$ cat src/rtl/spi_target.sv
// SPI responder (CPHA=0) with an oversampled host interface and a byte register
// file accessed by a command byte followed by auto-incrementing data bytes.
module spi_target #(
  parameter int         NREGS  = 16,
  parameter int         AW     = 4,
  parameter bit         CPOL   = 1'b0,
  parameter logic [7:0] RSTVAL = 8'h00
) (
  input  logic                 CLK,
  input  logic                 nRESET,
  input  logic                 SCK,
  input  logic                 MOSI,
  input  logic                 nSS,
  output logic                 MISO,
  output logic                 MISO_EN,
  input  logic [7:0]           STATUS,
  output logic [NREGS*8-1:0]   REGS,
  output logic                 WSTB,
  output logic [AW-1:0]        WADDR,
  output logic [7:0]           WDATA,
  output logic                 BUSY
);

  typedef enum logic [1:0] {IDLE, CMD, DATA} state_t;

  state_t        state;
  logic [2:0]    sck_s;
  logic [2:0]    nss_s;
  logic [1:0]    mosi_s;
  logic [2:0]    bit_cnt;
  logic [AW-1:0] addr;
  logic          wr_mode;
  logic [6:0]    rx_sr;
  logic [8:0]    tx_sr;
  logic [7:0]    regs [NREGS];

  logic          sck_rise, sck_fall, lead_edge, trail_edge;
  logic          nss_fall, nss_rise, mosi_bit;
  logic [7:0]    rx_byte;
  logic [AW-1:0] addr_next;

  // nSS synchroniser resets to "selected" so a host still holding nSS low after
  // a mid-transfer reset does not produce a false falling edge.
  always_ff @(posedge CLK or negedge nRESET) begin
    if (!nRESET) begin
      sck_s  <= {3{CPOL}};
      nss_s  <= '0;
      mosi_s <= '0;
    end else begin
      sck_s  <= {sck_s[1:0], SCK};
      nss_s  <= {nss_s[1:0], nSS};
      mosi_s <= {mosi_s[0], MOSI};
    end
  end

  assign sck_rise   = sck_s[1] & ~sck_s[2];
  assign sck_fall   = ~sck_s[1] & sck_s[2];
  assign lead_edge  = CPOL ? sck_fall : sck_rise;
  assign trail_edge = CPOL ? sck_rise : sck_fall;
  assign nss_fall   = ~nss_s[1] & nss_s[2];
  assign nss_rise   = nss_s[1] & ~nss_s[2];
  assign mosi_bit   = mosi_s[1];
  assign rx_byte    = {rx_sr, mosi_bit};
  assign addr_next  = addr + AW'(1);

  // tx_sr[8] is the bit on MISO; loading a new byte keeps it so the byte's MSB
  // only appears after the next trailing edge.
  assign MISO = tx_sr[8];

  for (genvar i = 0; i < NREGS; i++) begin : g_regs
    assign REGS[8*i +: 8] = regs[i];
  end

  always_ff @(posedge CLK or negedge nRESET) begin
    if (!nRESET) begin
      state   <= IDLE;
      bit_cnt <= '0;
      addr    <= '0;
      wr_mode <= 1'b0;
      rx_sr   <= '0;
      tx_sr   <= 9'h100;
      MISO_EN <= 1'b0;
      WSTB    <= 1'b0;
      WADDR   <= '0;
      WDATA   <= '0;
      BUSY    <= 1'b0;
      for (int i = 0; i < NREGS; i++) regs[i] <= RSTVAL;
    end else begin
      WSTB <= 1'b0;
      if (nss_rise) begin
        state    <= IDLE;
        BUSY     <= 1'b0;
        MISO_EN  <= 1'b0;
        tx_sr[8] <= 1'b1;
        bit_cnt  <= '0;
      end else begin
        case (state)
          IDLE: begin
            if (nss_fall) begin
              tx_sr   <= {STATUS, 1'b0};
              MISO_EN <= 1'b1;
              bit_cnt <= '0;
              state   <= CMD;
              BUSY    <= 1'b1;
            end
          end
          CMD, DATA: begin
            if (lead_edge) begin
              rx_sr   <= rx_byte[6:0];
              bit_cnt <= bit_cnt + 3'd1;
              if (bit_cnt == 3'd7) begin
                if (state == CMD) begin
                  wr_mode <= rx_byte[7];
                  addr    <= rx_byte[AW-1:0];
                  tx_sr   <= {tx_sr[8], regs[rx_byte[AW-1:0]]};
                  state   <= DATA;
                end else begin
                  if (wr_mode) begin
                    regs[addr] <= rx_byte;
                    WSTB       <= 1'b1;
                    WADDR      <= addr;
                    WDATA      <= rx_byte;
                  end
                  addr  <= addr_next;
                  tx_sr <= {tx_sr[8], regs[addr_next]};
                end
              end
            end else if (trail_edge) begin
              tx_sr <= {tx_sr[7:0], 1'b0};
            end
          end
          default: state <= IDLE;
        endcase
      end
    end
  end

endmodule

$ cat config.mk
export PLATFORM = sky130hd
export DESIGN_NAME = spi_target
export DESIGN_NICKNAME = d
export VERILOG_FILES = /design/src/rtl/spi_target.sv
export SDC_FILE = /design/constraint.sdc
export NUM_CORES = 1
export LEC_CHECK = 0
export BUFFER_PORTS_ARGS = -buffer_cell sky130_fd_sc_hd__buf_2
export CORE_MARGIN = 4
export CORE_UTILIZATION = 60
export CTS_CLUSTER_SIZE = 20
export DETAILED_ROUTE_END_ITERATION = 6
export PLACE_DENSITY = 0.87
export SYNTH_ARGS = -nofsm -noshare
export SYNTH_HDL_FRONTEND = slang
export SYNTH_SLANG_ARGS = --single-unit
$ cat constraint.sdc
create_clock -name CLK -period 6.46 [get_ports CLK]
set_input_delay 0.646 -clock CLK [delete_from_list [all_inputs] [get_ports CLK]]
set_output_delay 0.646 -clock CLK [all_outputs]
set_load 0.03 [all_outputs]
==> run_results.csv <==
group,metric,value,unit
cts,ctsHoldBuffers,0,
sta,share_of_the_cycle_needed_by_the_critical_path_after_routing,53.8,%
sta,grt_setup_unrepaired,"false",
global_routing,groute.usage.overall,30.6,%
setup_path,critPathLaunchType,"flip-flop",
floorplan,placeableCoreArea,0.0151,sq mm
logic_synthesis,yosys_warnings,0,
cts,post_cts_resized,0,
setup_path,critPathBufInv,1,
logic_synthesis,edff_count_synth,0,
cells_and_area,stdcell_count,986,
setup_path,worstSetupEndpointType,"flip-flop",
route,average_routed_wire_per_standard_cell,26.5,um
logic_synthesis,synth.avg_cell_area,14.1,sq um
floorplan,io_pins,157,
logic_synthesis,nets_in_the_synthesized_netlist,681,
setup_path,crit_arrival,3.75,ns
placed_design,standard_cell_area_after_detailed_placement,0.0101,sq mm
logic_synthesis,yosys_register_bits,176,
cells_and_area,flow.area_growth_from_synthesis,15.7,%
cts,cts.sink_count,176,
setup_path,path_class,"flip-flop to flip-flop",
sta,maxSlewHeadroom,17.3,%
placed_design,port_buffers,156,
floorplan,die_w,132,um
logic_synthesis,ys_async_sr_fraction,100,%
sta,clock.fmax,288,MHz
cts,clk_pin_slew,0.07,ns
power_and_ir_drop,total_power_after_layout,2.79,mW
sta,final_period_minus_worst_setup_slack,3.48,ns
route,drtIter0Drc,754,
placed_design,detailedPlacementHpwl,17600,um
cts,postCtsSetupBuffers,0,
placed_design,gp_weighted_congestion,0.939,
route,drc_errors,0,
setup_path,critPathRequiredTime,6.73,ns
sta,maxSlewViolCount,0,
flow_run,drv_cap,0,
setup_path,reg2reg_launch_point,"addr[1]",
setup_path,cpPeakStageDelay,1.18,ns
setup_path,worstRegToRegCells,7,
floorplan,initial_utilization,61.0,%
cts,clock_path_buffers,2,
hold_path,tightest_hold_check_type,"input port to async pin",
route,detailroute.via_count,6774,
cts,cts_max_level,4,
logic_synthesis,netlist_instances,654,
cells_and_area,layout_common_cells,"sky130_fd_sc_hd__dfrtp_1 (174), sky130_fd_sc_hd__buf_2 (155), sky130_fd_sc_hd__mux2_2 (150)",
cts,cts_buffers,17,
cells_and_area,cell_area_after_layout,0.0107,sq mm
sta,final-setup-viol-count,0,
floorplan,rows,45,
placed_design,dp_slack,3.07,ns
global_routing,grt_first_pass_wirelength,41300,um
route,drt-total-wl,26100,um
placed_design,place_inst,954,
cells_and_area,final_layout_size_suffix_gt1_share,53.1,%
cts,clk_latency,0.43,ns
cts,cts_tree,"built",
setup_path,path_delay_family,"adder cells",
logic_synthesis,yosys_most_used_dff,"sky130_fd_sc_hd__dfrtp_1",
route,route.antenna.remaining_nets,0,
setup_path,path_cells,"inv_1 > ha_2 > mux4_2 > nor2b_1 > a2111oi_0 > a211o_1 > a41oi_1",
power_and_ir_drop,power-per-cell-area,261,mW/mm^2
floorplan,fp.dieArea,0.0174,sq mm
setup_path,cp_slowest_cell,"sky130_fd_sc_hd__ha_2",
sta,skew,0.0128,ns
setup_path,critPathMaxFanout,33,
status,status,"finished, final reports clean",
global_routing,pin_count_of_the_biggest_net_entering_global_routing,91,
route,routed_via_density,6.87,
cells_and_area,antennaDiodeCount,0,
logic_synthesis,seq_area_frac_synth,47.7,%
power_and_ir_drop,ir_drop,224,uV
global_routing,gr-total-overflow,0,
sta,timing.final.hold_violations,0,
cells_and_area,layout_commonest_cell,"sky130_fd_sc_hd__dfrtp_1",
floorplan,die_h,132,um
cts,clock-root-buffer,"sky130_fd_sc_hd__clkbuf_16",
power_and_ir_drop,leakage,5.39,nW
setup_path,rr_endpoint,"tx_sr[7]",
setup_path,ff2ff_setup_slack,2.98,ns
sta,setup_total_negative_slack,0,ns
route,drt_pre_antenna_iters,5,
global_routing,grt_pass1_vias,7066,
logic_synthesis,post_synthesis_cell_area,0.00923,sq mm
cells_and_area,nets,812,
sta,layout_setup_ws,2.98,ns
sta,tightest_slew,1.24,ns
logic_synthesis,ys_types,51,
global_routing,antenna_found_initial,0,
-- state kept, by name (all words and copies together) (netlist names) --
register,flops
bit_cnt,3
tx_sr,9
WSTB,1
state,2
REGS,128
wr_mode,1
WADDR,4
rx_sr,7
WDATA,8
sck_s,3
BUSY,1
mosi_s,2
addr,4
nss_s,3
-- cell usage after synthesis (8+ instances only) --
cell,instances,share of area (%)
sky130_fd_sc_hd__o21ai_0,25,1.4
sky130_fd_sc_hd__nand2_2,8,0.54
sky130_fd_sc_hd__nand2_1,37,1.5
sky130_fd_sc_hd__clkbuf_1,24,0.98
sky130_fd_sc_hd__buf_2,15,0.81
sky130_fd_sc_hd__mux4_2,64,16
sky130_fd_sc_hd__ha_1,14,1.9
sky130_fd_sc_hd__a21oi_1,8,0.43
sky130_fd_sc_hd__nor2b_1,8,0.54
sky130_fd_sc_hd__mux2_2,150,18
sky130_fd_sc_hd__o31ai_1,8,0.65
sky130_fd_sc_hd__mux2i_1,22,2.4
sky130_fd_sc_hd__dfrtp_1,175,47
sky130_fd_sc_hd__inv_1,13,0.53
-- stage by stage --
step	hold slack [ns]	utilization, %
6_report	0.310	70.6
4_1_cts	0.308	70.6
5_1_grt	0.307	70.6
2_1_floorplan	0.331	-
3_5_place_dp	0.338	66.5
3_3_place_gp	0.332	66.5
-- worst max path at each step --
| stage | end | from | slack [ns] | cells after the start |
|---|---|---|---|---|
| floorplan | tx_sr[6] | addr[0] | 3.43 | 11 |
| global placement | tx_sr[7] | addr[1] | 3.20 | 7 |
| detailed placement | tx_sr[7] | addr[1] | 3.07 | 7 |
| CTS | tx_sr[7] | addr[1] | 3.00 | 7 |
| global route | tx_sr[7] | addr[1] | 2.65 | 7 |
| finish | tx_sr[7] | addr[1] | 2.98 | 7 |
-- routing by layer --
layer / routed length, um / GRT usage [%] / vias up
met5: 0 / 0 / -
met4: 979 / 12.0 / 0
met3: 2020 / 7.18 / 86
met2: 13000 / 49.8 / 396
met1: 10100 / 40.5 / 3559
li1: - / - / 2733
-- report_power, final --
group | internal [mW] | total [mW] | switching (mW) | leakage [nW]
Combinational | 0.160 | 0.451 | 0.291 | 2.67
Clock | 0.630 | 1.09 | 0.460 | 0.301
Sequential | 1.15 | 1.25 | 0.100 | 2.41
Total | 1.94 | 2.79 | 0.851 | 5.39
-- layout make-up --
class | count | area (sq um)
multi-input combinational | 413 | 4540
tap | 188 | 235
clock buffer | 20 | 447
inverter | 14 | 52.6
timing repair buffer | 163 | 840
fill | 964 | 4460
clock inverter | 12 | 169
sequential | 176 | 4410
-- kinds of logic after synthesis --
logic type	Yosys count	share of synthesized area (%)
AO/OA/AOI/OAI	68	4.86
XOR/XNOR	3	0.285
adder cells (fa/ha/maj)	14	1.90
buffers and inverters	65	3.25
flip-flops	176	47.7
multiplexers	242	37.0
AND/OR/NAND/NOR	86	4.97
No activity file was read; power rests on OpenSTA's default activity.
